## src/rtl/wts_pkg.sv

```systemverilog
// Shared definitions for the wave-table channel mixer.
//   - FSM state encoding for the mix sequencer
//   - SRAM address / wave data widths and the term shift amount
//   - derived widths for the multiply, term and accumulator datapath
package wts_pkg;

  typedef enum logic [1:0] {
    StIdle  = 2'd0,
    StFetch = 2'd1,
    StDrain = 2'd2,
    StDone  = 2'd3
  } wts_state_e;

  localparam int unsigned SramAddrW = 10;  // {channel[2:0], wave_addr[6:0]}
  localparam int unsigned WaveW     = 8;   // two's complement wave sample
  localparam int unsigned TermShift = 4;   // product >>> TermShift gives the term

  localparam int unsigned EnvW      = 8;
  localparam int unsigned WaveAddrW = 7;
  localparam int unsigned ChIdxW    = SramAddrW - WaveAddrW;
  localparam int unsigned MaxCh     = 1 << ChIdxW;
  localparam int unsigned ProdW     = WaveW + EnvW + 1;     // signed x {0,unsigned}
  localparam int unsigned TermW     = ProdW - TermShift;
  localparam int unsigned AccW      = 16;

endpackage

```

## src/rtl/wts_mix_mac.sv

```systemverilog
// Signed-by-unsigned multiply / shift / mask / accumulate for one mix pass.
// Ports:
//   clk, reset    clock and asynchronous active-high reset
//   clear_i       clears the accumulator (start of a pass)
//   term_vld_i    wave_i/envelope_i/mask_i hold a term to add this cycle
//   wave_i        signed wave sample from SRAM
//   envelope_i    unsigned channel envelope
//   mask_i        0 forces the term to zero
//   acc_next_o    accumulator value after this cycle's update
module wts_mix_mac
  import wts_pkg::*;
(
  input  logic                   clk,
  input  logic                   reset,
  input  logic                   clear_i,
  input  logic                   term_vld_i,
  input  logic [WaveW-1:0]       wave_i,
  input  logic [EnvW-1:0]        envelope_i,
  input  logic                   mask_i,
  output logic signed [AccW-1:0] acc_next_o
);

  logic signed [ProdW-1:0] wave_s;
  logic signed [ProdW-1:0] env_s;
  logic signed [ProdW-1:0] prod;
  logic signed [TermW-1:0] term;
  logic signed [AccW-1:0]  term_ext;
  logic signed [AccW-1:0]  acc_q, acc_d;

  // Both operands widened to the full product width so the low ProdW bits
  // of the multiply are exact.
  assign wave_s = {{(ProdW-WaveW){wave_i[WaveW-1]}}, wave_i};
  assign env_s  = {{(ProdW-EnvW){1'b0}}, envelope_i};
  assign prod   = wave_s * env_s;
  assign term   = TermW'(prod >>> TermShift);

  always_comb begin
    term_ext = '0;
    if (mask_i) begin
      term_ext = {{(AccW-TermW){term[TermW-1]}}, term};
    end
  end

  // Range of the terms guarantees the sum fits in AccW bits.
  always_comb begin
    acc_d = acc_q;
    if (clear_i) begin
      acc_d = '0;
    end else if (term_vld_i) begin
      acc_d = acc_q + term_ext;
    end
  end

  always_ff @(posedge clk or posedge reset) begin
    if (reset) begin
      acc_q <= '0;
    end else begin
      acc_q <= acc_d;
    end
  end

  assign acc_next_o = acc_d;

endmodule

```

## src/rtl/wts_channel_mixer.sv

```systemverilog
// Wave-table channel mixer: on a start pulse, snapshots the channel envelopes,
// wave addresses and mask, reads one wave sample per channel from the wave
// SRAM, and sums envelope-scaled samples into a 16-bit signed output.
// Ports:
//   clk, reset       clock and asynchronous active-high reset
//   start            one-cycle request for a mix pass (ignored while busy)
//   envelope_flat    channel n envelope at [8n+7:8n]
//   wave_addr_flat   channel n wave address at [7n+6:7n]
//   channel_mask     1 = channel contributes
//   sram_rd, sram_a  wave SRAM read strobe and address {channel, wave_addr}
//   sram_q           wave SRAM data, valid the cycle after sram_rd
//   busy             pass in progress
//   sample_out       mixed sample, held between passes
//   sample_valid     pulses with each new sample_out
//   overrun          pulses when a start is dropped because a pass is running
module wts_channel_mixer
  import wts_pkg::*;
#(
  parameter int unsigned NUM_CH = 5
) (
  input  logic                        clk,
  input  logic                        reset,
  input  logic                        start,
  input  logic [EnvW*NUM_CH-1:0]      envelope_flat,
  input  logic [WaveAddrW*NUM_CH-1:0] wave_addr_flat,
  input  logic [NUM_CH-1:0]           channel_mask,
  output logic                        sram_rd,
  output logic [SramAddrW-1:0]        sram_a,
  input  logic [WaveW-1:0]            sram_q,
  output logic                        busy,
  output logic signed [AccW-1:0]      sample_out,
  output logic                        sample_valid,
  output logic                        overrun
);

  localparam int unsigned EnvFlatW  = EnvW * MaxCh;
  localparam int unsigned AddrFlatW = WaveAddrW * MaxCh;

  wts_state_e             state_q;
  logic [ChIdxW-1:0]      ch_q;
  logic [EnvFlatW-1:0]    env_q;
  logic [AddrFlatW-1:0]   addr_q;
  logic [MaxCh-1:0]       mask_q;
  logic                   sram_rd_q;
  logic [SramAddrW-1:0]   sram_a_q;
  logic signed [AccW-1:0] sample_out_q;
  logic                   sample_valid_q;
  logic                   data_vld_q;
  logic [ChIdxW-1:0]      data_ch_q;

  logic [EnvW-1:0]        env_arr  [MaxCh];
  logic [WaveAddrW-1:0]   addr_arr [MaxCh];
  logic [ChIdxW-1:0]      next_ch;
  logic                   last_ch;
  logic                   start_acc;
  logic signed [AccW-1:0] acc_next;

  // Snapshots are padded to MaxCh channels so any 3-bit index stays in range.
  always_comb begin
    for (int i = 0; i < MaxCh; i++) begin
      env_arr[i]  = env_q[EnvW*i +: EnvW];
      addr_arr[i] = addr_q[WaveAddrW*i +: WaveAddrW];
    end
  end

  assign next_ch   = ch_q + ChIdxW'(1);
  assign last_ch   = (ch_q == ChIdxW'(NUM_CH - 1));
  assign start_acc = start && (state_q == StIdle);

  always_ff @(posedge clk or posedge reset) begin
    if (reset) begin
      state_q        <= StIdle;
      ch_q           <= '0;
      env_q          <= '0;
      addr_q         <= '0;
      mask_q         <= '0;
      sram_rd_q      <= 1'b0;
      sram_a_q       <= '0;
      sample_out_q   <= '0;
      sample_valid_q <= 1'b0;
    end else begin
      sample_valid_q <= 1'b0;
      unique case (state_q)
        StIdle: begin
          if (start) begin
            state_q   <= StFetch;
            ch_q      <= '0;
            env_q     <= EnvFlatW'(envelope_flat);
            addr_q    <= AddrFlatW'(wave_addr_flat);
            mask_q    <= MaxCh'(channel_mask);
            sram_rd_q <= 1'b1;
            sram_a_q  <= {ChIdxW'(0), wave_addr_flat[WaveAddrW-1:0]};
          end
        end
        StFetch: begin
          // ch_q is the channel whose read is on the bus this cycle.
          if (last_ch) begin
            state_q   <= StDrain;
            sram_rd_q <= 1'b0;
            sram_a_q  <= '0;
          end else begin
            ch_q     <= next_ch;
            sram_a_q <= {next_ch, addr_arr[next_ch]};
          end
        end
        StDrain: begin
          // Last channel's data is being accumulated now; publish the total.
          state_q        <= StDone;
          sample_out_q   <= acc_next;
          sample_valid_q <= 1'b1;
        end
        StDone: begin
          state_q <= StIdle;
        end
        default: begin
          state_q <= StIdle;
        end
      endcase
    end
  end

  // Tracks which channel's data sram_q carries (one cycle behind the read).
  always_ff @(posedge clk or posedge reset) begin
    if (reset) begin
      data_vld_q <= 1'b0;
      data_ch_q  <= '0;
    end else begin
      data_vld_q <= sram_rd_q;
      data_ch_q  <= sram_a_q[SramAddrW-1 -: ChIdxW];
    end
  end

  wts_mix_mac u_mac (
    .clk        (clk),
    .reset      (reset),
    .clear_i    (start_acc),
    .term_vld_i (data_vld_q),
    .wave_i     (sram_q),
    .envelope_i (env_arr[data_ch_q]),
    .mask_i     (mask_q[data_ch_q]),
    .acc_next_o (acc_next)
  );

  assign busy         = (state_q != StIdle);
  assign overrun      = start && (state_q != StIdle);
  assign sram_rd      = sram_rd_q;
  assign sram_a       = sram_a_q;
  assign sample_out   = sample_out_q;
  assign sample_valid = sample_valid_q;

endmodule

```

## config.mk

```make
export PLATFORM = sky130hd
export DESIGN_NAME = wts_channel_mixer
export DESIGN_NICKNAME = d
export VERILOG_FILES = /design/src/rtl/wts_pkg.sv /design/src/rtl/wts_mix_mac.sv /design/src/rtl/wts_channel_mixer.sv
export SDC_FILE = /design/constraint.sdc
export NUM_CORES = 1
export LEC_CHECK = 0
export BUFFER_PORTS_ARGS = -buffer_cell sky130_fd_sc_hd__clkbuf_2
export CELL_PAD_IN_SITES_DETAIL_PLACEMENT = 1
export CELL_PAD_IN_SITES_GLOBAL_PLACEMENT = 1
export CORE_MARGIN = 10
export CORE_UTILIZATION = 25
export DETAILED_ROUTE_END_ITERATION = 10
export MAX_ROUTING_LAYER = met4
export PLACE_DENSITY = 0.47
export SLEW_MARGIN = 20
export SYNTH_ARGS = -nofsm -noshare
export SYNTH_HDL_FRONTEND = slang
export SYNTH_HIERARCHICAL = 1
export SYNTH_SLANG_ARGS = --single-unit
export TNS_END_PERCENT = 100
```

## constraint.sdc

```tcl
create_clock -name clk -period 12.5 [get_ports clk]
set_input_delay 2.5 -clock clk [delete_from_list [all_inputs] [get_ports clk]]
set_output_delay 2.5 -clock clk [all_outputs]
set_load 0.02 [all_outputs]
```

==> impl.org <==
** Synthesis
- In this run the biggest area consumer among cell types represents 38.31% of the synthesized area.
- Synthesis inferred 133 register bits.
- Most used DFF post-synth :: dfrtp_1
- Number of synthesized flops with an enable pin :: 0
- Synth cell count leaders :: dfrtp_1, mux2_2, inv_1
- After Yosys synthesis, and, or, nand and nor cells account for roughly 11% of the synthesized area.
- Counting every instance in the synthesized netlist gives 790.
- The mapped netlist covers slightly below 9000 um2.
- Seq/Total Area, Yosys :: roughly two fifths
- Syn Nets :: ~1,000
- Of all cell types, the one taking the most synthesized area is dfrtp_1.
- In this run the mean area of a mapped cell was 11.00 um2.
- Yosys warnings :: 6
- After Yosys synthesis, XOR and XNOR cells account for 1.613% of the synthesized area.
- After synthesis, the largest family of logic cells by area is adder cells.
- Of all flip-flops after synthesis, the portion carrying an async set or reset was 100.0%.
- The synthesized netlist devotes around 18% of its cell area to adder and majority cells.
- Biggest area contributors in the synthesized netlist :: dfrtp_1, mux2_2, ha_1, fa_1, and2_1
- The portion of synthesized area spent on multiplexers is between 10% and 20%.
- Synthesis instantiated 60 different standard cells from the library.
- The synthesized netlist devotes around 10% of its cell area to compound gates.
- By instance count, the leading cell after synthesis is dfrtp_1.

** STA
- Max-slew violation count :: 0
- Between clock sinks in the finished design, the worst skew comes to 0.01388 ns.
- For the final routed database, the setup TNS stands at 0 ns.
- For the pin with the worst max-slew slack, the measured transition is 0.9605 ns.
- The number of hold violations in the final report came to 0.
- Max Freq :: about 120 MHz
- Setup violation total in the final timing report :: 0
- After layout, the worst path uses between 60% and 70% of the clock period.
- Unrepaired setup endpoints after global routing :: false
- The worst pin sits at a relative slew slack of roughly 36%.
- Final period demand of the worst path :: between 8 and 9 ns

** Placement
- Routability-driven placement finished with a final weighted congestion of between 0.7 and 0.8.
- Input and output buffers added on the ports amount to 120.
- Once detailed placement completed, the half-perimeter wirelength came to roughly 19,000 um.

** Die
- From left edge to right edge, the die measures around 210 um.
- Starting density of the core :: ~25%
- The core region is between 30,000 and 40,000 um2.
- The die covers about 43,000 um2.
- # rows :: approximately 70
- I/O pin count :: between 100 and 150
- The die is about 210 um tall.

** Critical path
- In this run the worst setup path terminates at sample_out[15].
- Length in cells of the worst reg-to-reg path :: 27
- Reg2reg setup slack :: roughly 3.9 ns
- Setup Crit Path Kind :: reg2reg
- Data on the critical path is required at its endpoint by between 10 and 15 ns.
- The most critical setup path has its startpoint at data_ch_q[0].
- The worst setup path is launched from a register.
- Crit. End Element :: register
- Data on the critical path arrives at its endpoint at 8.96 ns.
- Worst r2r dst :: sample_out[15]
- The worst register-to-register path begins at data_ch_q[0].
- Crit Path Max Fanout :: 19

** Global routing
- Summed over all layers, the global routing overflow is 0.
- Vias in the first global route :: 6,885
- The first global-routing pass estimated 39,190 um of wire.
- The initial antenna violation count was 0.
- Pin count of the biggest net entering global routing :: 71
- In the global route stage, overall resource usage came out at between 10% and 20%.

** Finish
- Fill cells :: 3,909
- The repair_antennas step left the layout with diodes totalling 0.
- Compared with the post-synthesis result, the final layout area differs by 18.69%.
- The final layout contains approximately 1,100 nets.
- Ratio of cells with drive above 1 in the final layout :: approximately 29%

** Drt
- Number of iterations in the first detailed-routing pass :: 4
- For this run, design rule violations remaining after detail routing come to 0.
- In the final routed layout, each cell accounts on average for approximately 18 um.
- Wires add up to roughly 24,000 um.
- Via/cell ratio :: 4.536
- Starting DRC count in detailed routing :: between 200 and 250
- Number of nets with antenna violations after detailed routing :: 0
- Vias after detailed routing :: 6,223

** CTS
- Count of buffers added by post-CTS timing repair for setup :: 0
- Post-CTS repair changed the size of 0 cells.
- The tree is rooted in a clkbuf_16.
- Number of buffers inserted by hold repair at cts :: 0
- Later-pin clock latency in the skew report :: 0.43 ns
- The clock tree synthesis step divided the H-tree into 4 levels.
- For this design, the sink count on the clock tree is ~130.
- Clock transition at the register clock pins on the worst setup and hold paths after CTS :: 0.07 ns
- TritonCTS buffer count :: 17
- TritonCTS built the clock tree.
- Buffer depth of the longest clock path :: 2

** Min path
- Min-Delay Path Class :: reg2reg

** Run status
- The flow ran to the end, and the final reports show no timing, DRC or antenna violations.

** Run
- Across the run, the number of max-cap violations was 0.
==> final cells by class <==
type                       count  area [um2]  share of cell area [%]
clock buffer                  18       429.2                   4.162
clock inverter                12       108.9                   1.056
inverter                      66       250.2                   2.427
multi-input combinational    563        4987                   48.37
sequential                   133        3328                   32.28
tap                          455       569.3                   5.521
timing repair buffer         125       638.1                   6.189
==> worst max-delay path, stage by stage, from the launching register on <==
cell,delay [ns]
dfrtp_1,0.86
nor2b_1,0.59
a21oi_1,0.15
o22ai_1,0.75
nand2_1,0.18
fa_1,0.55
fa_1,0.55
inv_1,0.05
fa_1,0.48
inv_1,0.06
fa_1,0.53
inv_1,0.04
ha_1,0.24
a211oi_1,0.21
nor2_1,0.14
o31ai_4,0.25
nand2b_1,0.09
a21o_1,0.20
a221oi_1,0.33
mux2i_1,0.23
ha_1,0.32
a21oi_1,0.30
nor2_1,0.07
o31ai_1,0.43
a22oi_1,0.15
or4_1,0.43
a21oi_1,0.20
mux2_2,0.18
==> state kept, by name, indices dropped and copies added (netlist names) <==
register,count
sram_a,10
sample_valid,1
sample_out,16
data_vld_q,1
u_mac/acc_q,16
state_q,2
addr_q,35
sram_rd,1
ch_q,3
mask_q,5
env_q,40
data_ch_q,3
==> cell families (layout without fill, tap and decap cells) <==
group	after synthesis	count (layout)
buffers and inverters	94	221
multiplexers	128	128
XOR/XNOR	16	16
AND/OR/NAND/NOR	187	187
flip-flops	133	133
AO/OA/AOI/OAI	132	132
adder cells (fa/ha/maj)	100	100
==> placed cells by master (no fill, tap or decap), types with 3 or more instances in the layout <==
cell | netlist | routed
nand3_1 | 3 | 3
ha_1 | 63 | 63
and2_1 | 45 | 44
dfrtp_1 | 133 | 133
buf_4 | 0 | 5
mux2i_1 | 25 | 25
a221oi_1 | 7 | 7
clkinv_4 | 0 | 4
o21a_1 | 9 | 9
nand2b_1 | 9 | 9
o21ai_0 | 28 | 28
clkbuf_16 | 0 | 17
o22ai_1 | 11 | 11
o21bai_1 | 3 | 3
a21oi_1 | 34 | 34
nand2_1 | 35 | 35
clkbuf_2 | 0 | 120
xnor2_1 | 10 | 10
a21o_1 | 8 | 8
a22o_1 | 5 | 5
mux2_2 | 96 | 96
clkinv_2 | 0 | 4
nor2b_1 | 12 | 12
inv_1 | 65 | 64
mux4_2 | 7 | 7
fa_1 | 37 | 37
a211oi_1 | 6 | 6
nor2_1 | 61 | 61
xor2_1 | 6 | 6
nor3_1 | 3 | 3
==> worst min-delay path by stage <==
stage              start  depth (start not counted)      endpoint
2_1_floorplan  addr_q[0]                          1     addr_q[0]
3_3_place_gp     sram_rd                          0    data_vld_q
3_5_place_dp     sram_rd                          0    data_vld_q
4_1_cts          sram_rd                          0    data_vld_q
5_1_grt        sram_a[8]                          0  data_ch_q[1]
6_report         sram_rd                          0    data_vld_q
==> metal layers <==
metal	track usage, %	wire length [um]	part of all wire, %	vias to the layer above
met3	2.602	713	2.9	9
met1	15.55	11460	47	3153
li1	-	-	-	2985
met2	19.32	11960	49	76
met5	-	0	0	-
met4	3.075	215	0.88	0
==> through the flow <==
| step | std cells | cell area [um2] | worst slack, ns | util, % | hold WS, ns |
|---|---|---|---|---|---|
| finish | 1372 | 10310 | 3.900 | 30.00 | 0.4229 |
| global placement | 1342 | 9773 | 3.725 | 28.43 | 0.4109 |
| detailed placement | 1342 | 9773 | 3.690 | 28.43 | 0.4150 |
| floorplan | 790 | 8687 | 4.456 | - | 0.4752 |
| CTS | 1372 | 10310 | 3.895 | 30.00 | 0.4269 |
| global route | 1372 | 10310 | 3.174 | 30.00 | 0.4448 |
Power is left out: the tool's default activity adds up to more than one toggle a clock period on the data nets, which glitch-free logic cannot reach.
